==> src/rtl/op_queue_requester.sv <==
// Single-outstanding command front end for an external op queue: checks legality against a
// local occupancy count, issues one queue request, and returns one response per command.
`ifndef TOP_DEPTH
`define TOP_DEPTH 8
`endif
`ifndef TOP_CHANWIDTH
`define TOP_CHANWIDTH 32
`endif

module op_queue_requester #(
  parameter int p_depth     = `TOP_DEPTH,
  parameter int p_ptrwidth  = $clog2(p_depth),
  parameter int p_chanwidth = `TOP_CHANWIDTH,
  parameter int p_timeout   = 64
) (
  input  logic                   clk,
  input  logic                   rst,
  input  logic                   cmd_val,
  output logic                   cmd_rdy,
  input  logic [2:0]             cmd_op,
  input  logic [p_ptrwidth-1:0]  cmd_tag,
  input  logic [p_chanwidth-1:0] cmd_data,
  output logic                   resp_val,
  input  logic                   resp_rdy,
  output logic [2:0]             resp_op,
  output logic                   resp_err,
  output logic [p_ptrwidth-1:0]  resp_tag,
  output logic [p_chanwidth-1:0] resp_data,
  output logic                   enq_back_req,
  output logic                   enq_front_req,
  output logic                   deq_front_req,
  output logic                   deq_back_req,
  output logic                   upd_req,
  output logic                   del_req,
  input  logic                   enq_back_cpl,
  input  logic                   enq_front_cpl,
  input  logic                   deq_front_cpl,
  input  logic                   deq_back_cpl,
  input  logic                   upd_cpl,
  input  logic                   del_cpl,
  input  logic [p_ptrwidth-1:0]  enq_back_tag_out,
  input  logic [p_ptrwidth-1:0]  enq_front_tag_out,
  output logic [p_chanwidth-1:0] enq_back_data,
  output logic [p_chanwidth-1:0] enq_front_data,
  output logic [p_chanwidth-1:0] upd_data_in,
  input  logic [p_chanwidth-1:0] deq_front_data,
  input  logic [p_chanwidth-1:0] deq_back_data,
  output logic [p_ptrwidth-1:0]  upd_tag_in,
  output logic [p_ptrwidth-1:0]  del_tag_in,
  output logic                   proto_err
);

  localparam logic [1:0] S_IDLE  = 2'd0;
  localparam logic [1:0] S_ISSUE = 2'd1;
  localparam logic [1:0] S_RESP  = 2'd2;

  localparam logic [2:0] OP_ENQ_BACK  = 3'd0;
  localparam logic [2:0] OP_ENQ_FRONT = 3'd1;
  localparam logic [2:0] OP_DEQ_FRONT = 3'd2;
  localparam logic [2:0] OP_DEQ_BACK  = 3'd3;
  localparam logic [2:0] OP_UPD       = 3'd4;
  localparam logic [2:0] OP_DEL       = 3'd5;

  localparam int TW = $clog2(p_timeout + 1);
  localparam logic [p_ptrwidth:0] CNT_FULL = (p_ptrwidth+1)'(p_depth);
  localparam logic [p_ptrwidth:0] CNT_ONE  = (p_ptrwidth+1)'(1);
  localparam logic [TW-1:0]       TMO_LAST = TW'(p_timeout - 1);

  logic [1:0]             state_q, state_d;
  logic [2:0]             op_q, op_d;
  logic [p_ptrwidth-1:0]  tag_q, tag_d, resp_tag_q, resp_tag_d;
  logic [p_chanwidth-1:0] data_q, data_d, resp_data_q, resp_data_d;
  logic [p_ptrwidth:0]    cnt_q, cnt_d;
  logic [TW-1:0]          tmo_q, tmo_d;
  logic                   resp_err_q, resp_err_d;
  logic                   proto_err_q, proto_err_d;
  logic                   rst_q;
  logic [5:0]             orphan_q, orphan_d;

  logic [5:0] req_vec, cpl_vec, stray_vec;
  logic       cmd_fire, own_cpl, expired;
  logic       is_enq, needs_entry, is_illegal, reject, echo_tag;

  assign req_vec   = (state_q == S_ISSUE) ? (6'b000001 << op_q) : 6'b0;
  assign cpl_vec   = {del_cpl, upd_cpl, deq_back_cpl, deq_front_cpl, enq_front_cpl, enq_back_cpl};
  assign own_cpl   = |(cpl_vec & req_vec);
  // A completion still owed to an op that reset aborted is absorbed rather than flagged.
  assign stray_vec = cpl_vec & ~req_vec & ~orphan_q;
  assign expired   = (state_q == S_ISSUE) && (tmo_q == TMO_LAST);

  assign cmd_rdy  = (state_q == S_IDLE) && !rst;
  assign cmd_fire = cmd_val && cmd_rdy;

  assign is_enq      = (cmd_op == OP_ENQ_BACK) || (cmd_op == OP_ENQ_FRONT);
  assign is_illegal  = (cmd_op > OP_DEL);
  assign needs_entry = !is_enq && !is_illegal;
  assign echo_tag    = (cmd_op == OP_UPD) || (cmd_op == OP_DEL);
  assign reject      = is_illegal || (is_enq && cnt_q == CNT_FULL) ||
                       (needs_entry && cnt_q == '0);

  always_comb begin
    // NOTE: every _d takes its hold value first so no path through the case infers a latch.
    state_d     = state_q;
    op_d        = op_q;
    tag_d       = tag_q;
    data_d      = data_q;
    cnt_d       = cnt_q;
    tmo_d       = tmo_q;
    resp_err_d  = resp_err_q;
    resp_tag_d  = resp_tag_q;
    resp_data_d = resp_data_q;
    proto_err_d = proto_err_q | (|stray_vec);
    orphan_d    = orphan_q & ~cpl_vec;
    case (state_q)
      S_IDLE: begin
        if (cmd_fire) begin
          op_d        = cmd_op;
          tag_d       = cmd_tag;
          data_d      = cmd_data;
          tmo_d       = '0;
          orphan_d    = '0;
          resp_err_d  = reject;
          resp_tag_d  = echo_tag ? cmd_tag : '0;
          resp_data_d = '0;
          state_d     = reject ? S_RESP : S_ISSUE;
        end
      end
      S_ISSUE: begin
        if (own_cpl) begin
          state_d    = S_RESP;
          resp_err_d = 1'b0;
          case (op_q)
            OP_ENQ_BACK:  begin resp_tag_d  = enq_back_tag_out;  cnt_d = cnt_q + CNT_ONE; end
            OP_ENQ_FRONT: begin resp_tag_d  = enq_front_tag_out; cnt_d = cnt_q + CNT_ONE; end
            OP_DEQ_FRONT: begin resp_data_d = deq_front_data;    cnt_d = cnt_q - CNT_ONE; end
            OP_DEQ_BACK:  begin resp_data_d = deq_back_data;     cnt_d = cnt_q - CNT_ONE; end
            OP_DEL:       cnt_d = cnt_q - CNT_ONE;
            default:      cnt_d = cnt_q;
          endcase
        end else if (expired) begin
          state_d    = S_RESP;
          resp_err_d = 1'b1;
        end else begin
          tmo_d = tmo_q + TW'(1);
        end
      end
      S_RESP: begin
        if (resp_rdy) state_d = S_IDLE;
      end
      default: state_d = S_IDLE;
    endcase
  end

  always_ff @(posedge clk) begin
    // NOTE: non-blocking so every flop samples the same pre-edge values.
    rst_q <= rst;
    if (rst) begin
      state_q     <= S_IDLE;
      op_q        <= '0;
      tag_q       <= '0;
      data_q      <= '0;
      cnt_q       <= '0;
      tmo_q       <= '0;
      resp_err_q  <= 1'b0;
      resp_tag_q  <= '0;
      resp_data_q <= '0;
      proto_err_q <= 1'b0;
      orphan_q    <= rst_q ? orphan_q : req_vec;
    end else begin
      state_q     <= state_d;
      op_q        <= op_d;
      tag_q       <= tag_d;
      data_q      <= data_d;
      cnt_q       <= cnt_d;
      tmo_q       <= tmo_d;
      resp_err_q  <= resp_err_d;
      resp_tag_q  <= resp_tag_d;
      resp_data_q <= resp_data_d;
      proto_err_q <= proto_err_d;
      orphan_q    <= orphan_d;
    end
  end

  assign {del_req, upd_req, deq_back_req, deq_front_req, enq_front_req, enq_back_req} = req_vec;

  assign enq_back_data  = data_q;
  assign enq_front_data = data_q;
  assign upd_data_in    = data_q;
  assign upd_tag_in     = tag_q;
  assign del_tag_in     = tag_q;

  assign resp_val  = (state_q == S_RESP);
  assign resp_op   = op_q;
  assign resp_err  = resp_err_q;
  assign resp_tag  = resp_tag_q;
  assign resp_data = resp_data_q;
  assign proto_err = proto_err_q;

endmodule

==> config.mk <==
export PLATFORM = sky130hd
export DESIGN_NAME = op_queue_requester
export DESIGN_NICKNAME = d
export VERILOG_FILES = /design/src/rtl/op_queue_requester.sv
export SDC_FILE = /design/constraint.sdc
export NUM_CORES = 1
export LEC_CHECK = 0
export CORE_UTILIZATION = 39
export CTS_CLUSTER_DIAMETER = 40
export DETAILED_ROUTE_END_ITERATION = 12
export PLACE_DENSITY = 0.87
export SLEW_MARGIN = 20
export SYNTH_ARGS = -nofsm -noshare
export SYNTH_HDL_FRONTEND = slang
export SYNTH_SLANG_ARGS = --single-unit
==> constraint.sdc <==
create_clock -name clk -period 7.2 [get_ports clk]
set_clock_uncertainty 0.2 [all_clocks]
set_input_delay 1.44 -clock clk [delete_from_list [all_inputs] [get_ports clk]]
set_output_delay 1.44 -clock clk [all_outputs]
set_load 0.05 [all_outputs]
# ---- Word level (Yosys, flattened, before mapping)
# Cells that the tools add are included.
dict set report op_classes {
  reduce_logical 30
  n_mux 29
  magnitude_cmp 1
  n_eq_ne 20
  shifts 1
  bitwise_logic 8
  n_addsub 3
}
# cell count
set ops {}
lappend ops {{$pmux 32 s2} 2}
lappend ops {{$mux 32} 2}
lappend ops {{$mux 6} 5}
lappend ops {{$and 6x6->6} 4}
lappend ops {{$mux 7} 3}
lappend ops {{$not 6->6} 3}
lappend ops {{$pmux 7 s2} 1}
lappend ops {{$pmux 3 s2} 2}
lappend ops {{$reduce_and 4->1} 3}
lappend ops {{$reduce_or 6->1} 2}
lappend ops {{$mux 2} 5}
lappend ops {{$ne 2x2->1 const B} 5}
lappend ops {{$eq 3x3->1 const B} 3}
lappend ops {{$mux 3} 3}
lappend ops {{$reduce_and 3->1} 3}
lappend ops {{$pmux 4 s2} 1}
lappend ops {{$add 7x1->7 const B} 1}
lappend ops {{$eq 7x6->1 const B} 1}
lappend ops {{$eq 3x1->1 const B} 2}
lappend ops {{$eq 3x2->1 const B} 2}
lappend ops {{$logic_and 1x1->1} 6}
lappend ops {{$logic_not 3->1} 2}
lappend ops {{$ne 3x1->1 const B} 2}
lappend ops {{$pmux 2 s3} 1}
lappend ops {{other kinds (20)} 28}
dict set report word_totals {
  ff_bits 95
  output_inout_bits 150
}

# ---- Longest topological paths before layout
dict set report logic_depth {
  ltp_word 9
  mapped_depth 8
}

# ---- Worst setup path before layout
# No wires, ideal clock.
dict set report synth_path {
  path_kind {input port to output port}
  start {in rst}
  end {out cmd_rdy}
  setup_slack_ps 2507
  required_ps 5560
  arrival_ps 3053
  stages 4
  path_cell_list {buf_2 -> clkbuf_1 -> clkbuf_1 -> nor3_1}
}
dict set report synth_via {
  elab_chain_len 2
}
# element line
set synth_lines {}
lappend synth_lines {{start, declared} 17} ;# input logic rst,
lappend synth_lines {{$logic_not 1->1} 91} ;# assign cmd_rdy = (state_q == S_IDLE) && !rst;
lappend synth_lines {{$logic_and 1x1->1} 91}
lappend synth_lines {{end, declared} 19} ;# output logic cmd_rdy,
# No other way between the ends.

# ---- Worst setup path in the final report
# Ends and elaborated chain as after synthesis.

==> results.toml <==
[status]
status = "finished clean"

[synthesis]
ys_ff_latch = 95
synth.avg_cell_area_um2 = 8.40
synth_seq_area_share = 0.363
synthArstFlopShare = 0
yosysWarnings = 0
netlist_area_um2 = 5410
synth_edf_count = 6
ys.flop_type = "dfxtp_1"
syn_inst = 644
syn_nets = 766
yosysUniqueCellTypes = 67

[cts]
cts_buffers = 9
hold_buffers = 0
htreeDepth = 3
ctsResizeCount = 0
cts.sinks = 95
ctsLongestPathBuffers = 2
clock_latency_ps = 350
cts_root_buf = "clkbuf_16"
clkSlewWorstSetupHoldPaths_ps = 70
cts_tree = "yes"
postCtsSetupRepairBufs = 0

[grt]
grt_pass1_vias = 4770
grt_max_degree = 83
grt_first_pass_wirelength_mm = 23.9
grt.total_usage = 0.209
grt_remaining_overflow = 0
antenna_found_initial = 0

[sta]
slew_headroom = 0.420
worst-slew-pin-transition_ps = 870
timing.final.crit_period_ps = 4360
setup_viol = 0
fin_crit_sh = 0.606
fin_setup_tns_ps = 0
whs_ps = 232
hold_viol = 0
max_freq_mhz = 229
grt_setup_unrepaired = "false"
maxSlewViolCount = 0

[placed_design]
numPortBuffers = 267
hpwl_mm = 10.9
placedInstanceArea_um2 = 7620
place_congestion = 0.816
dp_cells = 980

[flow_run]
cap_viol_max_count = 0

[floorplan]
fp.dieArea_um2 = 14300
num_io_pins = 268
core_um2 = 13400
die_w_um = 120
row_count = 42
die_y_um = 120
initial_utilization = 0.404

[drt]
wl_per_cell_um = 15.1
drc = 0
detail-route-antenna-nets = 0
drt_iter0_drc = 226
firstDrtPassIters = 4
vias = 4955
wl_mm = 15.1
vias_per_cell = 4.97

[layout]
area_growth_pct = 47.2
fin_area_um2 = 7960
antennaDiodeCount = 0
fin_util = 0.594
fin_nets = 937
drive_above_1_share = 0.0866
fin_cells = 996

[power_and_ir_drop]
power.density_nw_per_um2 = 199
p_leak_nw = 3.05
irDropWorstVdd_mv = 0.113

[setup_path]
endpoint_kind = "output port"
arrival_ps = 2720
cp.required_ps = 5560
setup.worst_path.class = "in -> out"
worstPathMaxFanout = 2
start_kind = "input pin"

[worst_hold_path]
hp-class = "reg -> reg"
## cells in the final DEF (no fill, tap or decap), drive strengths merged, types with 5 or more instances in the layout
| master | count |
|---|---|
| clkdlybuf4s50 | 266 |
| nand2 | 158 |
| dfxtp | 89 |
| nor2b | 42 |
| o21ai | 40 |
| a21oi | 38 |
| mux2 | 34 |
| nor2 | 12 |
| mux2i | 10 |
| clkbuf | 10 |
| inv | 9 |
| o41ai | 7 |
| nor3b | 6 |
| nand2b | 6 |
| edfxtp | 6 |
| nor3 | 6 |
| o31ai | 5 |
| nand3 | 5 |
| buf | 5 |
| o22ai | 5 |
## path summary, 6_finish.rpt
| kind | to | depth (start not counted) | start | slack, ps |
|---|---|---|---|---|
| max | cmd_rdy | 3 | rst | 2840 |
| min | tmo_q[6]$_SDFFE_PP0P_ | 2 | tmo_q[6]$_SDFFE_PP0P_ | 230 |
| max reg2reg | cnt_q[3]$_SDFFE_PP0P_ | 7 | resp_op[2]$_SDFFE_PP0P_ | 4220 |
| min reg2reg | tmo_q[6]$_SDFFE_PP0P_ | 2 | tmo_q[6]$_SDFFE_PP0P_ | 230 |
## Yosys cell counts (2+ instances only)
cell type  number  area (µm²)
or4_1           2        15.0
mux2_4         30         450
nand3_1         5        25.0
nor3_1          6        30.0
a22o_1          2        17.5
nand2b_1        6        37.5
and3_1          3        18.8
and4b_1         3        30.0
o21bai_1        2        15.0
a32o_1          2        20.0
nor4bb_1        2        20.0
or3_1           2        12.5
edfxtp_1        6         180
nor2_1         11        41.3
ha_1            3        37.5
nor2b_1        42         263
dfxtp_1        89        1780
a211oi_1        2        15.0
nand4_1         2        12.5
a21o_1          2        15.0
o31ai_1         5        37.5
nand2_1       158         593
nor4_1          2        12.5
clkbuf_1       34         128
mux2_2          4        45.0
buf_6           3        33.8
o22ai_4         2        40.0
o22ai_1         3        18.8
mux2i_1         9        90.1
buf_2           4        20.0
or3b_1          2        17.5
o2bb2ai_1       2        17.5
inv_1           6        22.5
o21ai_0        40         200
buf_4          69         518
o41ai_1         6        52.6
nor3b_1         6        45.0
a21oi_1        38         190
## logic make-up after synthesis
family / share of synthesized area
compound gates: 0.139
xor+xnor: 0.00162
fa+ha+maj: 0.0106
buf+inv: 0.135
flops: 0.363
mux: 0.111
simple gates: 0.241
## area by class of cell
type | instances | area (µm²)
Clock buffer | 10 | 239
Clock inverter | 6 | 91.3
Fill cell | 1130 | 5440
Inverter | 7 | 26.3
Multi-Input combinational cell | 431 | 2730
Sequential cell | 95 | 1960
Tap cell | 176 | 220
Timing Repair Buffer | 271 | 2700
## critical path, cell delays in order
cell and delay (ps):
buf_2 120, nor3_1 280, clkdlybuf4s50_1 880
## power breakdown
group	internal (W)	switching (W)	leakage [nW]
Combinational	0.000179	0.000285	2.10
Clock	0.000316	0.000215	0.160
Sequential	0.000556	0.0000314	0.792
Total	0.00105	0.000532	3.05
## metrics by stage
stage	worst slack, ps	power (W)
3_3_place_gp	2800	0.00106
6_report	2840	0.00158
3_5_place_dp	2870	0.00106
5_1_grt	2750	0.00164
4_1_cts	2840	0.00159
2_1_floorplan	2510	0.000920
## routing by layer
layer / routed length [µm] / share of wire / GRT usage / vias up
li1: - / - / - / 2453
met1: 5940 / 0.39 / 0.235 / 2315
met2: 8040 / 0.53 / 0.385 / 168
met3: 804 / 0.053 / 0.0461 / 19
met4: 288 / 0.019 / 0.0734 / 0
met5: 0 / 0 / 0 / -
## state kept, by name, indices dropped and copies added, names as in the netlist, 2 cells and up
register / flops
state_q: 2
cnt_q: 4
orphan_q: 6
resp_op: 3
tmo_q: 7
resp_data: 32
resp_tag: 3
enq_back_data: 32
del_tag_in: 3
Note: power is estimated with default switching activity, not from simulation.
